--- src/rtl/jtkiwi_pcm_pkg.sv ---
// Shared definitions for the Kageki PCM voice sequencer.
package jtkiwi_pcm_pkg;

    // FSM state codes; the encoding is visible on the debug st port.
    typedef enum logic [1:0] {
        StIdle = 2'd0,
        StPlo  = 2'd1,
        StPhi  = 2'd2,
        StPlay = 2'd3
    } pcm_st_e;

    localparam logic [7:0]  SilenceDef = 8'h80;
    localparam logic [15:0] TblBaseDef = 16'h0090;

    // Byte address of the two-byte pointer entry for a sample number.
    function automatic logic [15:0] tbl_addr(input logic [15:0] base, input logic [5:0] idx);
        return base + {9'd0, idx, 1'b0};
    endfunction

endpackage

--- src/rtl/jtkiwi_pcm_seq_if.sv ---
// PCM ROM slot bus between the sequencer (master) and the ROM (slave).
interface jtkiwi_pcm_seq_if;

    logic [15:0] rom_addr;
    logic        rom_cs;
    logic [7:0]  rom_data;
    logic        rom_ok;

    modport master (
        output rom_addr,
        output rom_cs,
        input  rom_data,
        input  rom_ok
    );

    modport slave (
        input  rom_addr,
        input  rom_cs,
        output rom_data,
        output rom_ok
    );

endinterface

--- src/rtl/jtkiwi_pcm_div.sv ---
// Divides rising edges of the FM sample strobe into the PCM tick rate.
module jtkiwi_pcm_div #(
    parameter int unsigned DIV = 3
) (
    input  logic clk,
    input  logic rst,
    input  logic sample_i,
    output logic pcm_cen_o
);

    logic           sample_q;
    logic [DIV-1:0] ring_q, ring_d;
    logic           pcm_cen_q, pcm_cen_d;
    logic           smp_rise;

    assign smp_rise  = sample_i & ~sample_q;
    assign pcm_cen_o = pcm_cen_q;

    // Rotate the one-hot ring once per strobe edge; tick on the edge that sees the top bit.
    always_comb begin
        ring_d    = ring_q;
        pcm_cen_d = 1'b0;
        if (smp_rise) begin
            ring_d    = (ring_q << 1) | (ring_q >> (DIV - 1));
            pcm_cen_d = ring_q[DIV-1];
        end
    end

    // Edge detector delay, ring and registered tick pulse.
    always_ff @(posedge clk) begin
        if (rst) begin
            sample_q  <= 1'b0;
            ring_q    <= DIV'(1);
            pcm_cen_q <= 1'b0;
        end else begin
            sample_q  <= sample_i;
            ring_q    <= ring_d;
            pcm_cen_q <= pcm_cen_d;
        end
    end

endmodule

--- src/rtl/jtkiwi_pcm_seq.sv ---
// Kageki PCM voice sequencer: trigger handling, pointer fetch and sample streaming.
module jtkiwi_pcm_seq
    import jtkiwi_pcm_pkg::*;
#(
    parameter logic [15:0] TBL_BASE = TblBaseDef,
    parameter int unsigned DIV      = 3,
    parameter logic [7:0]  SILENCE  = SilenceDef
) (
    input  logic                      clk,
    input  logic                      rst,
    input  logic                      sample,
    input  logic                      trig,
    input  logic [5:0]                idx,
    jtkiwi_pcm_seq_if.master          rom,
    output logic [7:0]                pcm,
    output logic                      pcm_cen,
    output logic                      busy,
    output logic [1:0]                st
);

    pcm_st_e     st_q, st_d;
    logic [15:0] addr_q, addr_d, addr_last_q;
    logic        cs_q, cs_d;
    logic [7:0]  pcm_q, pcm_d;
    logic [7:0]  lo_q, lo_d;
    logic        pend_q, pend_d;
    logic        last_q, last_d;
    logic        trig_q;
    logic        trig_rise;
    logic        accept;
    logic        take;

    jtkiwi_pcm_div #(
        .DIV (DIV)
    ) u_div (
        .clk       (clk),
        .rst       (rst),
        .sample_i  (sample),
        .pcm_cen_o (pcm_cen)
    );

    assign trig_rise = trig & ~trig_q;
    // rom_ok is only trusted once the address has been stable for a full cycle.
    assign accept    = cs_q & rom.rom_ok & (addr_q == addr_last_q) & ~trig_rise;
    // A tick seen now or earlier allows one PLAY byte.
    assign take      = pend_q | pcm_cen;

    assign rom.rom_addr = addr_q;
    assign rom.rom_cs   = cs_q;
    assign pcm          = pcm_q;
    assign busy         = (st_q != StIdle);
    assign st           = st_q;

    // Next-state logic: trigger overrides everything, then per-state fetch handling.
    always_comb begin
        st_d   = st_q;
        addr_d = addr_q;
        cs_d   = cs_q;
        pcm_d  = pcm_q;
        lo_d   = lo_q;
        pend_d = pend_q;
        last_d = last_q;
        if (trig_rise) begin
            st_d   = StPlo;
            addr_d = tbl_addr(TBL_BASE, idx);
            cs_d   = 1'b1;
            pend_d = 1'b0;
            last_d = 1'b0;
        end else begin
            unique case (st_q)
                StIdle: begin
                    cs_d = 1'b0;
                end
                StPlo: begin
                    if (accept) begin
                        lo_d   = rom.rom_data;
                        addr_d = addr_q + 16'd1;
                        st_d   = StPhi;
                    end
                end
                StPhi: begin
                    if (accept) begin
                        addr_d = {rom.rom_data, lo_q};
                        st_d   = StPlay;
                    end
                end
                StPlay: begin
                    if (last_q) begin
                        // Byte at 0xFFFF already played; stop on the following tick.
                        if (take) begin
                            st_d   = StIdle;
                            pcm_d  = SILENCE;
                            cs_d   = 1'b0;
                            pend_d = 1'b0;
                            last_d = 1'b0;
                        end
                    end else if (take && accept) begin
                        if (rom.rom_data == 8'd0) begin
                            st_d   = StIdle;
                            pcm_d  = SILENCE;
                            cs_d   = 1'b0;
                            pend_d = 1'b0;
                        end else begin
                            pcm_d  = rom.rom_data;
                            pend_d = 1'b0;
                            if (addr_q == 16'hFFFF) begin
                                last_d = 1'b1;
                            end else begin
                                addr_d = addr_q + 16'd1;
                            end
                        end
                    end else if (pcm_cen) begin
                        pend_d = 1'b1;
                    end
                end
            endcase
        end
    end

    // State and datapath registers.
    always_ff @(posedge clk) begin
        if (rst) begin
            st_q        <= StIdle;
            addr_q      <= 16'd0;
            addr_last_q <= 16'd0;
            cs_q        <= 1'b0;
            pcm_q       <= SILENCE;
            lo_q        <= 8'd0;
            pend_q      <= 1'b0;
            last_q      <= 1'b0;
            trig_q      <= 1'b0;
        end else begin
            st_q        <= st_d;
            addr_q      <= addr_d;
            addr_last_q <= addr_q;
            cs_q        <= cs_d;
            pcm_q       <= pcm_d;
            lo_q        <= lo_d;
            pend_q      <= pend_d;
            last_q      <= last_d;
            trig_q      <= trig;
        end
    end

endmodule

--- src/flat_wrapper.sv ---
// flat-port wrapper written by rule: the top's interface ports become plain ports
module jtkiwi_pcm_seq_flat import jtkiwi_pcm_pkg::*;
#(
    parameter logic [15:0] TBL_BASE = TblBaseDef,
    parameter int unsigned DIV      = 3,
    parameter logic [7:0]  SILENCE  = SilenceDef
)
  (clk, rst, sample, trig, idx, pcm, pcm_cen, busy, st, rom_rom_addr, rom_rom_cs, rom_rom_data, rom_rom_ok);
  jtkiwi_pcm_seq_if rom_i ();
  input  logic clk;
  input  logic rst;
  input  logic sample;
  input  logic trig;
  input  logic [5:0] idx;
  output logic [7:0] pcm;
  output logic pcm_cen;
  output logic busy;
  output logic [1:0] st;
  output wire logic [$bits(rom_i.rom_addr)-1:0] rom_rom_addr;
  output wire logic [$bits(rom_i.rom_cs)-1:0] rom_rom_cs;
  input wire logic [$bits(rom_i.rom_data)-1:0] rom_rom_data;
  input wire logic [$bits(rom_i.rom_ok)-1:0] rom_rom_ok;
  assign rom_rom_addr = rom_i.rom_addr;
  assign rom_rom_cs = rom_i.rom_cs;
  assign rom_i.rom_data = rom_rom_data;
  assign rom_i.rom_ok = rom_rom_ok;
  jtkiwi_pcm_seq #(.TBL_BASE(TBL_BASE), .DIV(DIV), .SILENCE(SILENCE)) u_core (.clk(clk), .rst(rst), .sample(sample), .trig(trig), .idx(idx), .rom(rom_i), .pcm(pcm), .pcm_cen(pcm_cen), .busy(busy), .st(st));
endmodule
--- config.mk ---
export PLATFORM = sky130hd
export DESIGN_NAME = jtkiwi_pcm_seq_flat
export DESIGN_NICKNAME = d
export VERILOG_FILES = /design/src/rtl/jtkiwi_pcm_pkg.sv /design/src/rtl/jtkiwi_pcm_seq_if.sv /design/src/rtl/jtkiwi_pcm_div.sv /design/src/rtl/jtkiwi_pcm_seq.sv /design/src/flat_wrapper.sv
export SDC_FILE = /design/constraint.sdc
export NUM_CORES = 1
export LEC_CHECK = 0
export CELL_PAD_IN_SITES_DETAIL_PLACEMENT = 1
export CELL_PAD_IN_SITES_GLOBAL_PLACEMENT = 2
export CORE_MARGIN = 2
export CORE_UTILIZATION = 36
export CTS_CLUSTER_SIZE = 20
export DETAILED_ROUTE_END_ITERATION = 16
export PLACE_DENSITY_LB_ADDON = 0.1
export SLEW_MARGIN = 25
export SYNTH_ARGS = -nofsm -noshare
export SYNTH_HDL_FRONTEND = slang
export SYNTH_HIERARCHICAL = 1
export SYNTH_SLANG_ARGS = --single-unit
--- constraint.sdc ---
create_clock -name clk -period 5.3 [get_ports clk]
set_input_delay 1.06 -clock clk [delete_from_list [all_inputs] [get_ports clk]]
set_output_delay 1.06 -clock clk [all_outputs]
set_load 0.05 [all_outputs]
* After elaboration in Yosys (flattened, before gate mapping) *
Index checks and enable logic that the tools add are counted.

word-level totals
  flip-flop bits (word level) = 59

cells by class
  add/sub/neg operators = 2
  mux-type cells = 34
  eq/ne operators = 20
  reduce and logical (&&, ||, !) cells = 18
  bitwise operators = 11

operator list
  operator                                                          count
  16-bit 2-to-1 mux                                                 7
  16-bit case mux with 3 select lines                               1
  8-bit 2-to-1 mux                                                  4
  16-bit by 1-bit adder with 16-bit output (second input constant)  1
  16-bit equality test                                              1
  16-bit equality test (second input constant)                      1
  3-bit by 1-bit != test with 1-bit output (second input constant)  5
  1-bit 2-to-1 mux                                                  14
  2-bit 2-to-1 mux                                                  6
  6-bit AND reduction                                               2
  8-bit by 7-bit adder with 9-bit output (first input constant)     1
  3-bit nonzero test                                                3
  8-bit zero test                                                   1
  4-bit by 1-bit != test with 1-bit output (second input constant)  2
  4-bit AND reduction                                               2
  7-bit AND reduction                                               1
  3-bit by 2-bit != test with 1-bit output (second input constant)  2
  3-bit != test (second input constant)                             2
  2-bit case mux with 3 select lines                                1
  3-bit AND reduction                                               2
  1-bit AND                                                         5
  2-bit equality test (second input constant)                       2
  2-bit by 1-bit != test with 1-bit output (second input constant)  2
  4-bit != test (second input constant)                             1
  other kinds (11)                                                  16

* Depth between registers and ports, before layout *
Gate-level depths: netlist of run 1.

  depth after elaboration = 9
  mapped depth = 10
  mapped depth without buffers = 8

* Cells and area by module *
Netlist of run 1, hierarchy kept.

by module, submodules not included
  module          times used  area an instance (um^2)  cells each
  jtkiwi_pcm_seq  1           2967.8                   330
  jtkiwi_pcm_div  1           187.7                    16

* Worst setup path after synthesis of run 1 *
No wires, ideal clock.

  path type = flip-flop to flip-flop
  from = register u_core.addr_q[7] (netlist: u_core/rom.rom_addr[7])
  to = register u_core.addr_q[4] (netlist: u_core/rom.rom_addr[4])
  cell stages (with the launch flop) = 10
  data arrival time = 2443 ps
  setup slack = 2770 ps
  path buffers = 3
  setup time = 87 ps
  path through = dfxtp_1 > buf_6 > xor2_2 > nor4_4 > nand4_4 > o31a_2 > or2_1 > buf_6 > buf_8 > o31ai_1

between the ends
  cells in the longest elaborated chain, start to end = 6
  elaborated cells on any way between the ends = 10

RTL lines
  what                                                       line                   source
  start: declaration                                         jtkiwi_pcm_seq.sv:22   logic [15:0] addr_q, addr_d, addr_last_q;
  start signal: assignment                                   jtkiwi_pcm_seq.sv:134  addr_q <= addr_d;
  16-bit equality test                                       jtkiwi_pcm_seq.sv:44   assign accept = cs_q & rom.rom_ok & (addr_q == addr_last_q) & ~trig_rise;
  1-bit AND (2 in a row)                                     jtkiwi_pcm_seq.sv:44
  1-bit logical AND                                          jtkiwi_pcm_seq.sv:97   end else if (take && accept) begin
  3-bit by 1-bit != test with 1-bit output (no source line)  -
  7-bit AND reduction (no source line) (*)                   -

Mark *: on every way between the ends. The rest lies on a longest branch, timed or not.
A chain may end at the register's enable or synchronous reset.

* Final worst setup path of run 1 *
  from = input port rom_rom_data[7]
  to = register u_core.addr_q[8] (netlist: u_core/rom.rom_addr[8])

between the ends
  cells in the longest elaborated chain, start to end = 3

RTL lines
  what                                                       line                  source
  start: declaration                                         flat_wrapper.sv:21    input wire logic [$bits(rom_i.rom_data)-1:0] rom_rom_data;
  8-bit zero test                                            jtkiwi_pcm_seq.sv:98  if (rom.rom_data == 8'd0) begin
  3-bit by 2-bit != test with 1-bit output (no source line)  -
  7-bit AND reduction (no source line)                       -

No other way between the ends.

==> summary.log, run 1 <==
qor: synth.yosys.area_share.adder 0.0317
qor: synth.synth_ff_type sky130_fd_sc_hd__dfxtp_1
qor: synth.synth.top_cells.by_area sky130_fd_sc_hd__dfxtp_1, sky130_fd_sc_hd__xor2_1, sky130_fd_sc_hd__mux2i_1, sky130_fd_sc_hd__o21ai_0, sky130_fd_sc_hd__nor2b_1
qor: worst_hold_path.worstHoldStart u_core/u_div/ring_q[1]
qor: worst_setup_path.r2r-end u_core/rom.rom_addr[8]
qor: global_route.pin_count_of_the_biggest_net_entering_global_routing 53
qor: synth.yosys_register_bits 59
qor: detailed_routing.drc_violation_count_after_routing 0
qor: detailed_routing.drt_wl_total 9290 um
qor: global_route.grt_overflow_total 0
qor: synth.yosys-mux-area-fraction 0.0623
qor: synth.synth_seq_area_share 0.374
qor: worst_setup_path.critical_path_s_largest_stage_delay 580 ps
qor: sta.setup_violations 0
qor: pwr.power.clock.fraction 0.383
qor: placement.placed_area 3660 um2
qor: synth.synth_edf_count 0
qor: die.design.die.area 9530 um2
qor: synth.synth_largest_area_cell sky130_fd_sc_hd__dfxtp_1
qor: worst_setup_path.crit_path_top_delay_cell sky130_fd_sc_hd__or2_1
qor: finish.regArea 1180 um2
qor: placement.numPortBuffers 47
qor: sta.max_freq 307 MHz
qor: detailed_routing.wl_met2 4290 um
qor: sta.maxSlewHeadroom 0.352
qor: pwr.power.static_leakage 1.50 nW
qor: placement.hpwlAfterDp 6630 um
qor: synth.yosys_warns 6
qor: sta.hold_slack 487 ps
qor: finish.num-fill-cells 1005
qor: synth.async_flop_share 0
qor: clocking.cts_setup_buffers 0
qor: pwr.p_per_area 281 nW/um2
qor: clocking.cts_repair_resize_count 0
qor: worst_setup_path.ff2ff_path_depth 6
qor: pwr.power_report.internal_total 0.000755 W
qor: die.core_area 8590 um2
qor: synth.synth_top_family_by_area simple AND/OR/NAND/NOR gates
qor: finish.finish.net_count 411
qor: pwr.p_switching 0.000329 W
qor: global_route.grt_first_pass_wirelength 15300 um
qor: sta.timing.final.crit_period 3250 ps
qor: detailed_routing.met1_length 4560 um
qor: die.rows 34
qor: finish.finish.instance_area 3850 um2
qor: worst_setup_path.cp_cell_sequence clkdlybuf4s50_1 -> nor4_1 -> a21oi_1 -> o221ai_1 -> o31a_2 -> or2_1 -> mux2_2
qor: clocking.hold_buffer_count_at_cts 0
qor: worst_hold_path.holdPathStages 2
qor: global_route.grt_util_all_layers 0.202
qor: placement.dp_cells 481
qor: worst_setup_path.worst-endpoint-arrival 3480 ps
qor: sta.final-hold-violation-count 0
qor: global_route.grt_pass1_vias 2870
qor: finish.layout-drive-gt1-share 0.0977
qor: clocking.clk-insertion-delay-late 340 ps
qor: synth.synthesis.instances 346
qor: worst_setup_path.rrSetupSlack 2220 ps
qor: pwr.power.ir.vdd_worst 0.000107 V
qor: clocking.cts_num_sinks 59
qor: sta.max_slew.worst_pin.slew 971 ps
qor: worst_setup_path.worst-setup-path-type in -> reg
qor: sta.maxSlewViolCount 0
qor: die.die_width 97.6 um
qor: synth.post_synth_xor_area_fraction 0.0745
qor: sta.grt_setup_unrepaired false
qor: die.die_y 97.6 um
qor: finish.non_filler_cells_in_the_finished_layout 497
qor: synth.synth_compound_gate_area_share 0.181
qor: run.maxCapViolations 0
qor: detailed_routing.dr_total_vias 2715
qor: detailed_routing.met3_wirelength 238 um
qor: synth.synth.avg_cell_area 9.12 um2
qor: detailed_routing.highest-signal-layer met4
qor: sta.final_cycle_utilization_of_the_critical_path 0.614
qor: clocking.tritoncts.num_buffers 9
qor: clocking.cts_root_buffer sky130_fd_sc_hd__clkbuf_8
qor: synth.top_count_cell_post_synth sky130_fd_sc_hd__dfxtp_1
qor: finish.inserted_diodes 0
qor: worst_hold_path.min_path_type reg -> reg
qor: worst_setup_path.r2r_start u_core/st[1]
qor: clocking.maximum_count_of_clock_buffers_along_a_single_path 2
qor: detailed_routing.first_iter_violations 97
qor: die.top_level_ports 48
qor: placement.finalWeightedCongestion 0.876
qor: synth.synth_cell_types 57
qor: sta.setup_total_negative_slack 0 ps
qor: detailed_routing.avgRoutedWirePerCell 18.7 um
qor: detailed_routing.post_drt_via_cell_ratio 5.46
qor: detailed_routing.firstDrtPassIters 4
qor: finish.multi_input_comb_area 1840 um2
qor: die.initial_utilization 0.367
qor: synth.mappedNetlistArea 3160 um2
qor: worst_setup_path.worst-endpoint-required 5530 ps
qor: worst_setup_path.type_of_destination_of_the_critical_path register
qor: synth.post_synthesis_share_of_cell_area_spent_on_and_or_nand_and_nor_gates 0.235
qor: synth.netlist.area_leader.share 0.374
qor: worst_setup_path.timing.critical_path.from_type input pin
qor: detailed_routing.detail-route-antenna-nets 0
qor: worst_setup_path.critPathMaxFanout 16
qor: pwr.power.share.sequential 0.440
qor: global_route.antenna_found_initial 0
qor: pwr.p_comb_frac 0.176
qor: sta.skew 5.94 ps
qor: pwr.switching_share 0.303
qor: run_status.status finished, final reports clean
qor: clocking.htree_levels 3
qor: finish.layout-area-overhead-vs-synth 22.1%
qor: clocking.tritoncts yes
qor: worst_hold_path.holdPathEnd u_core/u_div/ring_q[1]
qor: synth.synth_common_cells sky130_fd_sc_hd__dfxtp_1, sky130_fd_sc_hd__o21ai_0, sky130_fd_sc_hd__nor2_1
qor: clocking.cts.clk_slew.worst_paths 70 ps
qor: synth.synth_nets 373
cell type report:
type                       instances  share of cell area
multi-input combinational        259               0.478
sequential                        59               0.307
timing repair buffer              48               0.123
clock buffer                      11              0.0367
tap                              108              0.0351
clock inverter                     5              0.0136
inverter                           7             0.00682
flip-flops by register name, indices dropped and copies added, names as in the netlist, 2 cells and up:
name                 count
u_core/addr_last_q      16
u_core/st                2
u_core/rom.rom_addr     16
u_core/pcm               8
u_core/lo_q              8
u_core/u_div/ring_q      3
critical path, delay by kind of cell:
kind | cells | cell delay [ps]
and+or+nand+nor | 2 | 950
AOI/OAI and AO/OA | 3 | 530
buffers and inverters | 1 | 510
muxes | 1 | 410
cell usage in the layout, fill, tap and decap left out, types with 2 or more instances in the layout:
master and instances:
sky130_fd_sc_hd__dfxtp_1 59, sky130_fd_sc_hd__clkdlybuf4s50_1 46, sky130_fd_sc_hd__o21ai_0 27, sky130_fd_sc_hd__nor2_1 23, sky130_fd_sc_hd__xor2_1 21, sky130_fd_sc_hd__nand2_1 19, sky130_fd_sc_hd__nor2b_1 17, sky130_fd_sc_hd__mux2i_1 14
sky130_fd_sc_hd__clkbuf_8 10, sky130_fd_sc_hd__a21oi_1 10, sky130_fd_sc_hd__nand3_1 8, sky130_fd_sc_hd__ha_1 8, sky130_fd_sc_hd__inv_1 7, sky130_fd_sc_hd__nor3_1 7, sky130_fd_sc_hd__nor4_1 7, sky130_fd_sc_hd__a21boi_0 7
sky130_fd_sc_hd__and4b_1 7, sky130_fd_sc_hd__o21ba_2 7, sky130_fd_sc_hd__nand4_1 6, sky130_fd_sc_hd__o211ai_1 6, sky130_fd_sc_hd__and3_1 5, sky130_fd_sc_hd__and2_1 5, sky130_fd_sc_hd__mux2_2 5, sky130_fd_sc_hd__o31ai_1 5
sky130_fd_sc_hd__xnor2_1 4, sky130_fd_sc_hd__nand2b_1 4, sky130_fd_sc_hd__a21o_1 4, sky130_fd_sc_hd__clkinv_2 3, sky130_fd_sc_hd__a211oi_1 3, sky130_fd_sc_hd__nor4_4 2, sky130_fd_sc_hd__and4_1 2, sky130_fd_sc_hd__o41ai_1 2
layer usage:
layer	up-vias	track usage
met2	46	0.322
li1	1319	-
met4	0	0.0780
met3	12	0.0288
met1	1338	0.276
met5	-	0
power by group through the flow:
stage               Clock [W]  Sequential (W)  Combinational [W]
global placement            0        0.000487           0.000188
finish               0.000415        0.000477           0.000191
CTS                  0.000425        0.000477           0.000191
floorplan                   0        0.000510           0.000103
detailed placement          0        0.000488           0.000190
global route         0.000444        0.000480           0.000204
cell families (layout without fill, tap and decap cells):
group | count (synthesis) | count (layout)
buf+inv | 28 | 71
compound gates | 84 | 84
simple gates | 122 | 122
flops | 59 | 59
xor+xnor | 26 | 26
mux | 19 | 19
fa+ha+maj | 8 | 8
per-stage QoR:
step                 util  power [W]  setup WS [ps]
global route        0.448    0.00113           1860
global placement    0.426   0.000676           1770
finish              0.448    0.00108           2050
CTS                 0.448    0.00109           2060
detailed placement  0.426   0.000677           1720
floorplan               -   0.000613           2770
worst max-delay path by stage:
stage,start,end
after CTS,rom_rom_data[4],u_core/rom.rom_addr[8]
after global placement,rom_rom_data[4],u_core/rom.rom_addr[5]
after floorplan,u_core/rom.rom_addr[7],u_core/rom.rom_addr[4]
after global routing,rom_rom_data[7],u_core/rom.rom_addr[7]
final,rom_rom_data[7],u_core/rom.rom_addr[8]
after detailed placement,rom_rom_data[4],u_core/rom.rom_addr[8]
Power figures use the tool's default switching activity.
==> run 2, diff against run 1 <==
--- a/config.mk
+++ b/config.mk
@@ -8,7 +8,7 @@
 export CELL_PAD_IN_SITES_DETAIL_PLACEMENT = 1
 export CELL_PAD_IN_SITES_GLOBAL_PLACEMENT = 2
 export CORE_MARGIN = 2
-export CORE_UTILIZATION = 36
+export CORE_UTILIZATION = 33
 export CTS_CLUSTER_SIZE = 20
 export DETAILED_ROUTE_END_ITERATION = 16
 export PLACE_DENSITY_LB_ADDON = 0.1
==> constraint.sdc (replaced) <==
create_clock -name clk -period 3.2 [get_ports clk]
set_input_delay 0.64 -clock clk [delete_from_list [all_inputs] [get_ports clk]]
set_output_delay 0.64 -clock clk [all_outputs]
set_load 0.05 [all_outputs]
==> summary.log, run 2 (same netlist as run 1, synthesis figures left out) <==
qor: worst_setup_path.timing.critical_path.from_type register [was input pin]
qor: finish.inserted_diodes 0 [unchanged]
qor: finish.multi_input_comb_area 1840 um2 [unchanged]
qor: finish.finish.instance_area 3990 um2 [was 3850 um2]
qor: placement.numPortBuffers 47 [unchanged]
qor: clocking.cts_root_buffer sky130_fd_sc_hd__clkbuf_8 [unchanged]
qor: worst_setup_path.worst-endpoint-arrival 2940 ps [was 3480 ps]
qor: detailed_routing.detail-route-antenna-nets 0 [unchanged]
qor: finish.layout-area-overhead-vs-synth 26.5% [was 22.1%]
qor: sta.grt_setup_unrepaired false [unchanged]
qor: clocking.cts_setup_buffers 0 [unchanged]
qor: pwr.p_per_area 453 nW/um2 [was 281 nW/um2]
qor: sta.final-hold-violation-count 0 [unchanged]
qor: worst_setup_path.worst-endpoint-required 3430 ps [was 5530 ps]
qor: pwr.p_comb_frac 0.180 [was 0.176]
qor: worst_hold_path.worstHoldStart u_core/u_div/ring_q[0] [was u_core/u_div/ring_q[1]]
qor: finish.final_common_cell sky130_fd_sc_hd__dfxtp_1 [unchanged]
qor: die.die_width 102 um [was 97.6 um]
qor: clocking.maximum_count_of_clock_buffers_along_a_single_path 2 [unchanged]
qor: die.rows 35 [was 34]
qor: placement.placed_area 3800 um2 [was 3660 um2]
qor: pwr.power.ir.vdd_worst 0.000188 V [was 0.000107 V]
qor: worst_setup_path.r2r-end u_core/rom.rom_addr[9] [was u_core/rom.rom_addr[8]]
qor: global_route.grt_overflow_total 0 [unchanged]
qor: clocking.htree_levels 3 [unchanged]
qor: global_route.pin_count_of_the_biggest_net_entering_global_routing 33 [was 53]
qor: pwr.switching_share 0.302 [was 0.303]
qor: worst_setup_path.type_of_destination_of_the_critical_path register [unchanged]
qor: sta.setup_violations 0 [unchanged]
qor: clocking.cts_num_sinks 59 [unchanged]
qor: global_route.grt_util_all_layers 0.193 [was 0.202]
qor: detailed_routing.drt_wl_total 9400 um [was 9290 um]
qor: placement.finalWeightedCongestion 0.800 [was 0.876]
qor: run.maxCapViolations 0 [unchanged]
qor: clocking.tritoncts.num_buffers 9 [unchanged]
qor: finish.regArea 1180 um2 [unchanged]
qor: sta.max_slew.worst_pin.slew 814 ps [was 971 ps]
qor: detailed_routing.first_iter_violations 118 [was 97]
qor: finish.num-fill-cells 1083 [was 1005]
qor: finish.finish.net_count 426 [was 411]
qor: die.design.die.area 10400 um2 [was 9530 um2]
qor: placement.dp_cells 517 [was 481]
qor: detailed_routing.dr_total_vias 2709 [was 2715]
qor: die.core_area 9240 um2 [was 8590 um2]
qor: global_route.antenna_found_initial 0 [unchanged]
qor: worst_hold_path.holdPathStages 2 [unchanged]
qor: worst_setup_path.cp_cell_sequence ha_1 -> and3_1 -> nand3_1 -> o221ai_1 -> o31a_2 -> or2_1 -> mux2_2 [was clkdlybuf4s50_1 -> nor4_1 -> a21oi_1 -> o221ai_1 -> o31a_2 -> or2_1 -> mux2_2]
qor: sta.timing.final.crit_period 2720 ps
qor: detailed_routing.avgRoutedWirePerCell 17.6 um [was 18.7 um]
qor: pwr.power.static_leakage 1.56 nW [was 1.50 nW]
qor: sta.skew 10.2 ps [was 5.94 ps]
qor: worst_setup_path.critical_path_s_largest_stage_delay 540 ps [was 580 ps]
qor: finish.layout-drive-gt1-share 0.129 [was 0.0977]
qor: global_route.grt_pass1_vias 2825 [was 2870]
qor: detailed_routing.drc_violation_count_after_routing 0 [unchanged]
qor: sta.maxSlewViolCount 0 [unchanged]
qor: clocking.cts_repair_resize_count 0 [unchanged]
qor: pwr.p_switching 0.000546 W [was 0.000329 W]
qor: die.die_y 102 um [was 97.6 um]
qor: detailed_routing.post_drt_via_cell_ratio 5.08 [was 5.46]
qor: sta.final_cycle_utilization_of_the_critical_path 0.849
qor: pwr.power.share.sequential 0.436 [was 0.440]
qor: clocking.clk-insertion-delay-late 340 ps [about the same]
qor: detailed_routing.firstDrtPassIters 4 [unchanged]
qor: clocking.tritoncts yes [unchanged]
qor: worst_hold_path.holdPathEnd u_core/u_div/ring_q[1] [unchanged]
qor: global_route.grt_first_pass_wirelength 15100 um [was 15300 um]
qor: sta.maxSlewHeadroom 0.456 [was 0.352]
qor: pwr.power.clock.fraction 0.383 [about the same]
qor: die.initial_utilization 0.342 [was 0.367]
qor: worst_hold_path.min_path_type reg -> reg [unchanged]
qor: worst_setup_path.ff2ff_path_depth 7 [was 6]
qor: worst_setup_path.worst-setup-path-type reg -> reg [was in -> reg]
qor: sta.max_freq 368 MHz
qor: worst_setup_path.r2r_start u_core/rom.rom_addr[1] [was u_core/st[1]]
qor: clocking.cts.clk_slew.worst_paths 70 ps [about the same]
qor: finish.commonest_non_fill_non_tap_cells_in_the_layout sky130_fd_sc_hd__dfxtp_1, sky130_fd_sc_hd__clkdlybuf4s50_1, sky130_fd_sc_hd__o21ai_0 [unchanged]
qor: sta.setup_total_negative_slack 0 ps [unchanged]
qor: run_status.status finished, final reports clean [unchanged]
qor: clocking.hold_buffer_count_at_cts 0 [unchanged]
qor: worst_setup_path.crit_path_top_delay_cell sky130_fd_sc_hd__or2_1 [unchanged]
qor: placement.hpwlAfterDp 6850 um [was 6630 um]
qor: finish.non_filler_cells_in_the_finished_layout 533 [was 497]
qor: die.top_level_ports 48 [unchanged]
qor: worst_setup_path.rrSetupSlack 480 ps [was 2220 ps]
qor: worst_setup_path.critPathMaxFanout 15 [was 16]
qor: pwr.power_report.internal_total 0.00126 W [was 0.000755 W]
==> run 2: changes by cell type in the layout (fill, tap and decap cells not counted), sizes merged <==
cell	delta
buf	+15
clkinv	-2
clkbuf	+1
clkinvlp	+1
==> run 2: power groups by stage <==
| stage | Clock, W | Sequential [W] | Combinational (W) |
|---|---|---|---|
| floorplan | 0 | 0.000845 | 0.000170 |
| detailed placement | 0 | 0.000807 | 0.000330 |
| CTS | 0.000713 | 0.000790 | 0.000331 |
| global placement | 0 | 0.000807 | 0.000328 |
| global route | 0.000746 | 0.000795 | 0.000352 |
| finish | 0.000694 | 0.000790 | 0.000326 |
==> run 2: through the flow <==
| step | hold slack, ps | worst slack (ps) | util | total power, W |
|---|---|---|---|---|
| floorplan | 450 | 670 | - | 0.00102 |
| detailed placement | 485 | 152 | 0.411 | 0.00114 |
| global placement | 480 | 225 | 0.411 | 0.00113 |
| CTS | 499 | 429 | 0.432 | 0.00184 |
| finish | 491 | 484 | 0.432 | 0.00181 |
| global route | 521 | 294 | 0.432 | 0.00189 |
==> run 2: critical path: cells and delay by family, from the launching register on <==
| kind | cells | cell delay (ps) |
|---|---|---|
| simple gates | 3 | 1120 |
| flops | 1 | 430 |
| mux | 1 | 410 |
| compound gates | 2 | 400 |
| fa+ha+maj | 1 | 230 |
==> run 2: worst max-delay path by stage <==
stage                              to                   start  slack, ps
2_1_floorplan  u_core/rom.rom_addr[4]  u_core/rom.rom_addr[7]        670
3_3_place_gp   u_core/rom.rom_addr[8]         rom_rom_data[4]        230
3_5_place_dp   u_core/rom.rom_addr[7]         rom_rom_data[3]        150
4_1_cts        u_core/rom.rom_addr[9]  u_core/rom.rom_addr[1]        430
5_1_grt        u_core/rom.rom_addr[9]  u_core/rom.rom_addr[1]        290
6_report       u_core/rom.rom_addr[9]  u_core/rom.rom_addr[1]        480
==> run 2: routing by layer <==
layer | global-route usage | wire (um) | up-vias
li1 | - | - | 1344
met3 | 0.0276 | 270 | 9
met2 | 0.314 | 4420 | 50
met1 | 0.259 | 4570 | 1306
met5 | 0 | 0 | -
met4 | 0.0748 | 141 | 0
==> run 2: cell type report <==
cell class / instances / share of cell area
clock inverter: 4 / 0.0125
tap: 129 / 0.0404
multi-input combinational: 259 / 0.462
sequential: 59 / 0.296
inverter: 7 / 0.00658
clock buffer: 12 / 0.0364
timing repair buffer: 63 / 0.147
